File: src/rtl/shift_serializer_tx_if.sv
// rtl/shift_serializer_tx_if.sv - word handshake bundle feeding shift_serializer_tx
`timescale 1ns/1ps

interface shift_serializer_tx_if #(
    parameter int WIDTH = 8
);
    logic [WIDTH-1:0] in_data;
    logic             in_lsb_first;
    logic             in_valid;
    logic             in_ready;

    // Word source side
    modport master (
        output in_data,
        output in_lsb_first,
        output in_valid,
        input  in_ready
    );

    // Serializer side
    modport slave (
        input  in_data,
        input  in_lsb_first,
        input  in_valid,
        output in_ready
    );
endinterface

File: src/rtl/shift_serializer_tx.sv
// rtl/shift_serializer_tx.sv - parallel-to-serial transmitter, optional even parity bit under PARITY_EN
`timescale 1ns/1ps

module shift_serializer_tx #(
    parameter int   WIDTH      = 8,
    parameter logic IDLE_LEVEL = 1'b0
) (
    input  logic                  clk,
    input  logic                  rst_n,
    shift_serializer_tx_if.slave  in_if,
    output logic                  ser_out,
    output logic                  ser_en,
    output logic                  ser_last,
    output logic                  busy,
    output logic                  ser_par
);

`ifdef PARITY_EN
    localparam int FRAME_LEN = WIDTH + 1;
`else
    localparam int FRAME_LEN = WIDTH;
`endif
    localparam int CW = $clog2(FRAME_LEN);

    typedef enum logic {
        S_IDLE,
        S_SHIFT
    } state_t;

    state_t           state;
    logic             hold_full;
    logic [WIDTH-1:0] hold_data;
    logic             hold_lsb;
    logic [WIDTH-1:0] shreg;
    logic             sh_lsb;
    logic [CW-1:0]    cnt;
    logic [CW-1:0]    cnt_nxt;
    logic             load_now;
    logic             take;

    // ser_last is registered and marks the final bit cycle, so it doubles as the end-of-frame flag
    assign load_now       = hold_full && ((state == S_IDLE) || ser_last);
    assign in_if.in_ready = !hold_full || load_now;
    assign take           = in_if.in_valid && in_if.in_ready;
    assign busy           = (state == S_SHIFT) || hold_full;
    assign cnt_nxt        = cnt + 1'b1;

`ifdef PARITY_EN
    logic par_bit;

    // Frame sequencer with parity cycle appended after the data bits
    always_ff @(posedge clk or negedge rst_n) begin
        if (!rst_n) begin
            state     <= S_IDLE;
            hold_full <= 1'b0;
            hold_data <= '0;
            hold_lsb  <= 1'b0;
            shreg     <= '0;
            sh_lsb    <= 1'b0;
            cnt       <= '0;
            par_bit   <= 1'b0;
            ser_out   <= IDLE_LEVEL;
            ser_en    <= 1'b0;
            ser_last  <= 1'b0;
            ser_par   <= 1'b0;
        end else begin
            if (take) begin
                hold_data <= in_if.in_data;
                hold_lsb  <= in_if.in_lsb_first;
            end
            hold_full <= take || (hold_full && !load_now);

            if (load_now) begin
                state    <= S_SHIFT;
                shreg    <= hold_data;
                sh_lsb   <= hold_lsb;
                cnt      <= '0;
                par_bit  <= ^hold_data;
                ser_en   <= 1'b1;
                ser_out  <= hold_lsb ? hold_data[0] : hold_data[WIDTH-1];
                ser_last <= 1'b0;
                ser_par  <= 1'b0;
            end else if (state == S_SHIFT) begin
                if (ser_last) begin
                    state    <= S_IDLE;
                    ser_en   <= 1'b0;
                    ser_out  <= IDLE_LEVEL;
                    ser_last <= 1'b0;
                    ser_par  <= 1'b0;
                end else begin
                    cnt      <= cnt_nxt;
                    shreg    <= sh_lsb ? (shreg >> 1) : (shreg << 1);
                    ser_last <= (cnt_nxt == CW'(FRAME_LEN - 1));
                    ser_par  <= (cnt_nxt == CW'(WIDTH));
                    if (cnt_nxt == CW'(WIDTH))
                        ser_out <= par_bit;
                    else
                        ser_out <= sh_lsb ? shreg[1] : shreg[WIDTH-2];
                end
            end
        end
    end
`else
    assign ser_par = 1'b0;

    // Frame sequencer: load from holding register, shift one bit per clock toward the output end
    always_ff @(posedge clk or negedge rst_n) begin
        if (!rst_n) begin
            state     <= S_IDLE;
            hold_full <= 1'b0;
            hold_data <= '0;
            hold_lsb  <= 1'b0;
            shreg     <= '0;
            sh_lsb    <= 1'b0;
            cnt       <= '0;
            ser_out   <= IDLE_LEVEL;
            ser_en    <= 1'b0;
            ser_last  <= 1'b0;
        end else begin
            if (take) begin
                hold_data <= in_if.in_data;
                hold_lsb  <= in_if.in_lsb_first;
            end
            hold_full <= take || (hold_full && !load_now);

            if (load_now) begin
                state    <= S_SHIFT;
                shreg    <= hold_data;
                sh_lsb   <= hold_lsb;
                cnt      <= '0;
                ser_en   <= 1'b1;
                ser_out  <= hold_lsb ? hold_data[0] : hold_data[WIDTH-1];
                ser_last <= 1'b0;
            end else if (state == S_SHIFT) begin
                if (ser_last) begin
                    state    <= S_IDLE;
                    ser_en   <= 1'b0;
                    ser_out  <= IDLE_LEVEL;
                    ser_last <= 1'b0;
                end else begin
                    cnt      <= cnt_nxt;
                    shreg    <= sh_lsb ? (shreg >> 1) : (shreg << 1);
                    ser_last <= (cnt_nxt == CW'(FRAME_LEN - 1));
                    ser_out  <= sh_lsb ? shreg[1] : shreg[WIDTH-2];
                end
            end
        end
    end
`endif

endmodule
File: src/flat_wrapper.sv
// flat-port wrapper written by rule: the top's interface ports become plain ports
module shift_serializer_tx_flat 
#(
    parameter int   WIDTH      = 8,
    parameter logic IDLE_LEVEL = 1'b0
)
  (clk, rst_n, ser_out, ser_en, ser_last, busy, ser_par, in_if_in_data, in_if_in_lsb_first, in_if_in_valid, in_if_in_ready);
  shift_serializer_tx_if #(.WIDTH(WIDTH)) in_if_i ();
  input  logic clk;
  input  logic rst_n;
  output logic ser_out;
  output logic ser_en;
  output logic ser_last;
  output logic busy;
  output logic ser_par;
  input wire logic [$bits(in_if_i.in_data)-1:0] in_if_in_data;
  input wire logic [$bits(in_if_i.in_lsb_first)-1:0] in_if_in_lsb_first;
  input wire logic [$bits(in_if_i.in_valid)-1:0] in_if_in_valid;
  output wire logic [$bits(in_if_i.in_ready)-1:0] in_if_in_ready;
  assign in_if_i.in_data = in_if_in_data;
  assign in_if_i.in_lsb_first = in_if_in_lsb_first;
  assign in_if_i.in_valid = in_if_in_valid;
  assign in_if_in_ready = in_if_i.in_ready;
  shift_serializer_tx #(.WIDTH(WIDTH), .IDLE_LEVEL(IDLE_LEVEL)) u_core (.clk(clk), .rst_n(rst_n), .in_if(in_if_i), .ser_out(ser_out), .ser_en(ser_en), .ser_last(ser_last), .busy(busy), .ser_par(ser_par));
endmodule
File: config.mk
export PLATFORM = sky130hd
export DESIGN_NAME = shift_serializer_tx_flat
export DESIGN_NICKNAME = d
export VERILOG_FILES = /design/src/rtl/shift_serializer_tx_if.sv /design/src/rtl/shift_serializer_tx.sv /design/src/flat_wrapper.sv
export SDC_FILE = /design/constraint.sdc
export NUM_CORES = 1
export LEC_CHECK = 0
export ABC_AREA = 1
export CAP_MARGIN = 20
export CORE_UTILIZATION = 47
export DETAILED_ROUTE_END_ITERATION = 8
export PLACE_DENSITY = 0.73
export SLEW_MARGIN = 25
export SYNTH_ARGS = -nofsm -noshare
export SYNTH_HDL_FRONTEND = slang
export SYNTH_SLANG_ARGS = --single-unit
export TNS_END_PERCENT = 100
File: constraint.sdc
create_clock -name clk -period 1.3 [get_ports clk]
set_clock_uncertainty 0.15 [all_clocks]
set_input_delay 0.26 -clock clk [delete_from_list [all_inputs] [get_ports clk]]
set_output_delay 0.26 -clock clk [all_outputs]
set_load 0.05 [all_outputs]
==> flow_summary.json, run 1 <==
{
  "cpLargestDelayFamily": "flip-flops",
  "fillers": 199,
  "crit_slowest_cell": "dfrtp_2",
  "totalWireLength_microns": 2765,
  "r2r_end": "u_core.hold_data[4]",
  "synthDistinctLibCells": 22,
  "synth.yosys.seq_area_share": 0.5301,
  "multi_input_area_sq_um": 599.3,
  "area_growth_pct": 48.01,
  "grt_pass1_wl_microns": 4271,
  "period_needed_ns": 1.577,
  "critPathBufInv": 1,
  "grt_max_degree": 27,
  "synth_top_cell_area_share": 0.5301,
  "reg2reg_slack_ns": -0.15,
  "cts_sinks": 26,
  "seqPwrFrac": 0.355,
  "grt_antenna_before_repair": 0,
  "drt_iter0_markers": 16,
  "crit_chain": "nor2_8, nand2_8, buf_12",
  "vias_per_cell": 5.218,
  "grt_use_met3": 0.02586,
  "syn_nets": 155,
  "critPathLaunchType": "flop",
  "setup_slack_ns": -0.2766,
  "ir_worst_vdd_mv": 1.826,
  "use_met2": 0.3924,
  "setup-tns-final_ns": -2.284,
  "combPwrFrac": 0.545,
  "p_per_area_nw_per_um2": 2274,
  "arrival_ns": 1.17,
  "dp_hpwl_microns": 1782,
  "cts_buffer_depth": 2,
  "power.leakage_nw": 0.8874,
  "fp.dieW_microns": 53.11,
  "power.total_mw": 4.131,
  "die_h_microns": 53.11,
  "cts-root-buf": "clkbuf_4",
  "syn_area_per_cell_sq_um": 8.705,
  "grt_pass1_vias": 1001,
  "n_antenna_cell": 0,
  "place_ws_ns": -0.05352,
  "nets": 196,
  "critPathCaptureType": "output port",
  "met1_usage": 0.2473,
  "overflow": 0,
  "ys_seq_elements": 26,
  "finalHoldViolations": 0,
  "setup_viol": 25,
  "io_pins": 18,
  "crit_required_ns": 0.89,
  "crit_fanout": 2,
  "p_int_mw": 2.421,
  "clk-insertion-delay-late_ns": 0.32,
  "drv_cap": 0,
  "netlist_area_sq_um": 1227,
  "drcViolationCount": 0,
  "io_buffer_count": 16,
  "synth_top_area_cell": "dfrtp_1",
  "clkTransAtPathRegs_ns": 0.14,
  "postSynthCellCount": 141,
  "grt_most_used_layer": "met2",
  "rsz0062_at_grt": "yes",
  "vias": 1101,
  "reg2reg_depth": 7,
  "regArea_sq_um": 651.9,
  "yosys_warnings": 0,
  "critPathMaxStageDelay_ns": 0.47,
  "core_sq_um": 2477,
  "start_util": 0.4955,
  "pwr-share-clk": 0.100,
  "rows": 18,
  "cts_tree": "yes",
  "post-route-util": 0.7333,
  "dr.pass1.iters": 4,
  "slew_violations": 0,
  "drtAntennaViolNets": 0,
  "maxClockFrequency_mhz": 634.3,
  "final_cell_area_sq_um": 1817,
  "place_congestion": 0.8019,
  "dpl_cell_area_sq_um": 1570,
  "grtUsageTotal": 0.2138,
  "htreeDepth": 1,
  "hp-class": "primary input to asynchronous set/reset pin",
  "final_cell_mix": "nand2_1 (46), dfrtp_1 (25), buf_4 (19), clkdlybuf4s50_1 (11), inv_1 (10)",
  "dieArea_sq_um": 2820,
  "status": "complete, but fails checks",
  "drive_above_1_share": 0.3481,
  "layout_commonest_cell": "nand2_1",
  "fin_crit_sh": 1.213,
  "violations": "negative setup slack",
  "worstReg2RegStart": "u_core.ser_last",
  "crit_type": "flop to output port",
  "wl_per_cell_microns": 13.10,
  "synth_area_leaders": "dfrtp_1 (53%), nand2_1 (15%), nand3_1 (5.3%)",
  "p_sw_mw": 1.711,
  "numCtsBuffers": 3,
  "switching_share": 0.4141
}
routing by layer:
metal  vias up  wire length (microns)
li1        528                      -
met1       519                   1078
met2        46                   1498
met3         8                    126
met4         0                     61
met5         -                      0
layout make-up:
cell class                      count  share of cell area
Tap cell                           30             0.02066
Multi-Input combinational cell     97              0.3299
Inverter                           15             0.03788
Sequential cell                    26              0.3588
Timing Repair Buffer               39              0.2328
Clock buffer                        4             0.01997
logic make-up after synthesis:
logic type,after synthesis,synth area share
adder cells (fa/ha/maj),2,0.02038
AND/OR/NAND/NOR,73,0.2762
buffers and inverters,19,0.07033
other,1,0.003055
flip-flops,26,0.5301
AO/OA/AOI/OAI,20,0.09990
worst max-delay path by stage:
stage                                     end  cells past startpoint  slack (ns)       startpoint
after floorplan           u_core.hold_data[7]                      6       -0.09  u_core.ser_last
after global placement        u_core.hold_lsb                      4      -0.006   in_if_in_valid
after detailed placement  u_core.hold_data[4]                      4       -0.05   in_if_in_valid
after CTS                      in_if_in_ready                      3       -0.28  u_core.ser_last
after global routing           in_if_in_ready                      3       -0.31  u_core.ser_last
final                          in_if_in_ready                      3       -0.28  u_core.ser_last
power by group through the flow:
stage | sequential (mW) | combinational, mW | clock, mW
final | 1.47 | 2.25 | 0.414
after detailed placement | 1.47 | 1.81 | 0
after global placement | 1.45 | 1.75 | 0
after floorplan | 1.53 | 1.03 | 0
after CTS | 1.45 | 1.96 | 0.416
after global routing | 1.51 | 2.46 | 0.447
sequential cells by signal, summed over array words and instances (netlist names):
name              count
u_core.hold_data      8
u_core.shreg          8
u_core.cnt            3
u_core.hold_full      1
u_core.hold_lsb       1
u_core.ser_en         1
u_core.ser_last       1
u_core.ser_out        1
u_core.sh_lsb         1
u_core.state          1
cell usage after synthesis, drive strengths merged:
master / number
a21oi: 5
buf: 4
clkinv: 1
conb: 1
dfrtp: 26
ha: 2
inv: 14
nand2: 53
nand3: 13
nor2: 6
o211ai: 7
o21ai: 7
o22ai: 1
or2: 1
stage by stage:
| step | hold WS, ns | cells |
|---|---|---|
| floorplan | -0.1856 | 141 |
| global placement | 0.3101 | 194 |
| detailed placement | 0.3097 | 194 |
| CTS | 0.1247 | 203 |
| global route | 0.1178 | 211 |
| finish | 0.1187 | 211 |
what timing repair did:
action | in CTS | in global routing
buffers inserted | 5 | 7
pin swaps | 3 | 3
cloned | 0 | 1
endpoints found under the setup margin | 10 | 28
hold endpoints to repair | 0 | 0
hold buffers | 0 | 0
resized for setup | 10 | 23
Note: power is estimated with default switching activity, not from simulation.
==> inputs of run 2 (changes only) <==
CAP_MARGIN = 40   (was 20)
GPL_ROUTABILITY_DRIVEN = 1   (was default)
PLACE_DENSITY = default   (was 0.73)
PLACE_DENSITY_LB_ADDON = 0.08   (was default)
==> run 2 against run 1 <==
Effect of this change:
- the flow still finishes with violations (negative setup slack)
- worst hold slack improved by 0.0078 ns
- count of clock-buffer cells in the layout unchanged
- clock power fell by 14%
- die area did not move
- power up 4.7%
- critical endpoint is now ser_last
==> flow_summary.json, run 2 (same netlist as run 1, synthesis figures left out) <==
{
  "status": "complete, but fails checks",
  "violations": "negative setup slack",
  "vias": 1084,
  "switching_share": 0.4347,
  "fp.dieW_microns": 53.11,
  "die_h_microns": 53.11,
  "overflow": 0,
  "crit_end": "ser_last",
  "power.leakage_nw": 0.9378,
  "rsz0062_at_grt": "yes",
  "p_int_mw": 2.444,
  "numCtsBuffers": 3,
  "crit_slowest_cell": "dfrtp_2",
  "critPathCaptureType": "output port",
  "reg.largest.list": "u_core.hold_data (8), u_core.shreg (8), u_core.cnt (3)",
  "dp_hpwl_microns": 1841,
  "totalWireLength_microns": 2938,
  "combPwrFrac": 0.570,
  "drive_above_1_share": 0.4365,
  "core_sq_um": 2477,
  "regArea_sq_um": 651.9,
  "rows": 18,
  "place_ws_ns": -0.03377,
  "cts-root-buf": "clkbuf_4",
  "cts_hold_buf": 0,
  "drtAntennaViolNets": 0,
  "r2r_end": "u_core.hold_data[1]",
  "grtUsageTotal": 0.2131,
  "hp-class": "primary input to asynchronous set/reset pin",
  "dr.pass1.iters": 4,
  "ir_worst_vdd_mv": 2.003,
  "htreeDepth": 1,
  "cts_buffer_depth": 2,
  "arrival_ns": 1.18,
  "maxClockFrequency_mhz": 627.9,
  "finalHoldViolations": 0,
  "wl_per_cell_microns": 13.92,
  "clkTransAtPathRegs_ns": 0.14,
  "seqPwrFrac": 0.347,
  "period_needed_ns": 1.593,
  "fillers": 173,
  "critPathBufInv": 3,
  "critPathLaunchType": "flop",
  "cts_tree": "yes",
  "setup_viol": 27,
  "worst-path-stages": 3,
  "drcViolationCount": 0,
  "crit_required_ns": 0.89,
  "grt_pass1_vias": 959,
  "crit_path_frequent_cell": "buf_6",
  "layout_commonest_cell": "nand2_1",
  "n_antenna_cell": 0,
  "slew_violations": 0,
  "reg2reg_slack_ns": -0.17,
  "critPathLaunch": "u_core.ser_last",
  "vias_per_cell": 5.137,
  "crit_fanout": 2,
  "worstReg2RegStart": "u_core.ser_last",
  "reg2reg_depth": 7,
  "setup_slack_ns": -0.2927,
  "multi_input_area_sq_um": 710.7,
  "crit_type": "flop to output port",
  "drv_cap": 0,
  "crit_chain": "buf_6, buf_6, buf_12",
  "critPathMaxStageDelay_ns": 0.48,
  "grt_max_degree": 27,
  "area_growth_pct": 57.39,
  "power.total_mw": 4.324,
  "drt_iter0_markers": 22,
  "io_buffer_count": 16,
  "final_cell_mix": "nand2_1 (36), dfrtp_1 (25), buf_4 (14), clkdlybuf4s50_1 (11)",
  "dieArea_sq_um": 2820,
  "hold-worst-slack_ns": 0.1266,
  "grt_antenna_before_repair": 0,
  "cpLargestDelayFamily": "flip-flops",
  "grt_pass1_wl_microns": 4250,
  "place_congestion": 0.8236,
  "pwr-share-clk": 0.083,
  "fin_crit_sh": 1.225,
  "cts_sinks": 26,
  "start_util": 0.4955,
  "io_pins": 18,
  "p_sw_mw": 1.880,
  "nets": 196,
  "p_per_area_nw_per_um2": 2238,
  "clk-insertion-delay-late_ns": 0.32
}
==> run 2: changes by cell type in the layout (fill, tap and decap cells not counted), sizes merged <==
| cell | delta |
|---|---|
| buf | -1 |
| inv | +1 |
==> run 2: worst min-delay path by stage <==
| stage | from | endpoint | cells after the start |
|---|---|---|---|
| finish | rst_n | u_core.hold_data[7] | 2 |
| global route | rst_n | u_core.cnt[0] | 2 |
| CTS | rst_n | u_core.cnt[0] | 2 |
| detailed placement | u_core.hold_data[2] | u_core.hold_data[2] | 2 |
| global placement | u_core.hold_data[2] | u_core.hold_data[2] | 2 |
| floorplan | rst_n | u_core.cnt[0] | 0 |
==> run 2: final cells by class <==
cell class                 count  area share
clock buffer                   4     0.01360
inverter                      15     0.04080
multi-input combinational     97      0.3679
sequential                    26      0.3374
tap                           30     0.01943
timing repair buffer          38      0.2163
timing repair inverter         1    0.004534
==> run 2: repair_timing <==
| item | CTS | global route |
|---|---|---|
| endpoints found under the setup margin | 14 | 29 |
| cloned | 1 | 1 |
| pin swaps | 5 | 17 |
| buffers inserted | 9 | 4 |
| gates resized for setup | 21 | 50 |
==> run 2: metal layers <==
metal,track usage,vias to the layer above,share of wire
li1,-,532,-
met1,0.2721,522,0.44
met2,0.3755,25,0.51
met3,0.02874,5,0.034
met4,0.05263,0,0.013
met5,0,-,0
==> run 2: through the flow <==
step / utilization / std cells / instance area [sq um] / TNS, ns
after global routing: 0.7798 / 211 / 1932 / -4.690
final: 0.7798 / 211 / 1932 / -3.482
after detailed placement: 0.6288 / 194 / 1558 / -0.1516
after floorplan: - / 141 / 1244 / -1.063
after global placement: 0.6288 / 194 / 1558 / -0.006487
after CTS: 0.6949 / 207 / 1722 / -2.825
==> run 2: power groups by stage <==
stage	clock (mW)	combinational (mW)	sequential, mW
2_1_floorplan	0	1.03	1.53
3_3_place_gp	0	1.72	1.45
3_5_place_dp	0	1.76	1.47
4_1_cts	0.364	2.02	1.45
5_1_grt	0.384	2.69	1.53
6_report	0.358	2.47	1.50
==> inputs of run 3 (changes only) <==
CORE_UTILIZATION = 54   (was 47)
DONT_BUFFER_PORTS = 1   (was default)
==> run 3 against run 2 <==
Effect of this change:
- the run still ends with negative setup slack left
- fmax increased by 4.0%
- worst setup slack improved by 0.062 ns
- largest power group unchanged
- critical path depth decreased by 1
- flip-flop and latch count unchanged
==> flow_summary.json, run 3 (same netlist as run 1, synthesis figures left out) <==
{
  "status": "complete, but fails checks",
  "violations": "negative setup slack",
  "dpl_cell_area_sq_um": 1316,
  "combPwrFrac": 0.498,
  "finalHoldViolations": 0,
  "crit_fanout": 5,
  "rsz0062_at_grt": "yes",
  "grt_pass1_vias": 1022,
  "final_cell_area_sq_um": 1715,
  "drv_cap": 0,
  "htreeDepth": 1,
  "grt_most_used_layer": "met2",
  "use_met2": 0.4167,
  "arrival_ns": 1.12,
  "rows": 16,
  "grt_antenna_before_repair": 0,
  "crit_type": "flop to output port",
  "cts-root-buf": "clkbuf_4",
  "pwr-share-clk": 0.139,
  "die_h_microns": 49.68,
  "clkTransAtPathRegs_ns": 0.15,
  "totalWireLength_microns": 2862,
  "grtUsageTotal": 0.2335,
  "grt_pass1_wl_microns": 4360,
  "switching_share": 0.4154,
  "area_growth_pct": 39.76,
  "cts_buffer_depth": 2,
  "setup_viol": 21,
  "numCtsBuffers": 3,
  "layout_commonest_cell": "nand2_1",
  "period_needed_ns": 1.531,
  "io_pins": 18,
  "met1_usage": 0.3028,
  "power.leakage_nw": 0.8461,
  "vias_per_cell": 5.207,
  "final_cell_mix": "nand2_1 (44), dfrtp_1 (24), buf_4 (16), nand3_1 (12), dlygate4sd3_1 (11)",
  "io_buffer_count": 0,
  "crit_required_ns": 0.89,
  "hp-class": "primary input to asynchronous set/reset pin",
  "p_per_area_nw_per_um2": 2339,
  "seqPwrFrac": 0.364,
  "p_int_mw": 2.346,
  "cts_sinks": 26,
  "fin_crit_sh": 1.178,
  "drive_above_1_share": 0.2955,
  "vias": 1057,
  "dr.pass1.iters": 4,
  "start_util": 0.6011,
  "cts_tree": "yes",
  "core_sq_um": 2042,
  "p_sw_mw": 1.667,
  "nets": 191,
  "maxClockFrequency_mhz": 653.3,
  "drt_iter0_markers": 32,
  "drtAntennaViolNets": 0,
  "reg2reg_slack_ns": -0.14,
  "reg2reg_depth": 7,
  "drcViolationCount": 0,
  "grt_max_degree": 27,
  "wl_per_cell_microns": 14.10,
  "clk-insertion-delay-late_ns": 0.33,
  "place_congestion": 0.7850,
  "dp_hpwl_microns": 1569,
  "setup_slack_ns": -0.2308,
  "slew_violations": 0,
  "regArea_sq_um": 653.1,
  "grt_use_met3": 0.03086,
  "multi_input_area_sq_um": 581.8,
  "n_antenna_cell": 0,
  "r2r_end": "u_core.shreg[6]",
  "critPathLaunchType": "flop",
  "dieArea_sq_um": 2468,
  "reg.largest.list": "u_core.hold_data (8), u_core.shreg (8), u_core.cnt (3)",
  "overflow": 0,
  "ir_worst_vdd_mv": 1.881,
  "critPathCaptureType": "output port",
  "fillers": 127,
  "power.total_mw": 4.013,
  "place_ws_ns": -0.02569,
  "fp.dieW_microns": 49.68,
  "worstReg2RegStart": "u_core.state"
}
## run 3: cell type report
type,instances,area share
multi-input combinational,97,0.3392
inverter,15,0.04741
timing repair inverter,1,0.003647
tap,27,0.01969
clock buffer,3,0.01313
timing repair buffer,33,0.1787
sequential,26,0.3807
clock inverter,1,0.01751
## run 3: layer usage
layer	up-vias	routed length [microns]
li1	522	-
met1	504	1212
met2	29	1536
met3	2	104
met4	0	8
met5	-	0
## run 3: worst max-delay path: stages (launching register included)
cell and delay (ns):
dfrtp_2 0.49, nor2_8 0.17, nand2_8 0.12
## run 3: worst max path at each step
stage / startpoint / slack, ns / endpoint / cells past startpoint
floorplan: u_core.ser_last / -0.09 / u_core.hold_data[7] / 6
global placement: u_core.cnt[0] / 0.02 / u_core.ser_last / 4
detailed placement: u_core.state / -0.03 / u_core.hold_lsb / 6
CTS: u_core.hold_full / -0.19 / in_if_in_ready / 2
global route: u_core.ser_last / -0.26 / in_if_in_ready / 2
finish: u_core.ser_last / -0.23 / in_if_in_ready / 2
## run 3: timing repair
action,in CTS,in global routing
gates resized for setup,11,25
hold buffers,12,0
cloned,0,2
buffers inserted,5,7
hold endpoints to repair,36,0
pin swaps,2,8
endpoints found under the setup margin,12,27
## run 3: power groups by stage
stage,Sequential [mW],Clock [mW],Combinational [mW]
after floorplan,1.53,0,1.03
after global placement,1.43,0,1.44
after detailed placement,1.45,0,1.47
after CTS,1.43,0.562,1.66
after global routing,1.51,0.595,2.23
final,1.46,0.558,2.00
## run 3: per-stage QoR
step,hold WS (ns),utilization,cells,setup TNS [ns]
2_1_floorplan,-0.1856,-,141,-1.063
3_3_place_gp,-0.1850,0.6446,173,0
3_5_place_dp,-0.1849,0.6446,173,-0.06089
4_1_cts,0.1915,0.7708,194,-1.214
5_1_grt,0.1955,0.8401,203,-2.456
6_report,0.1930,0.8401,203,-1.492
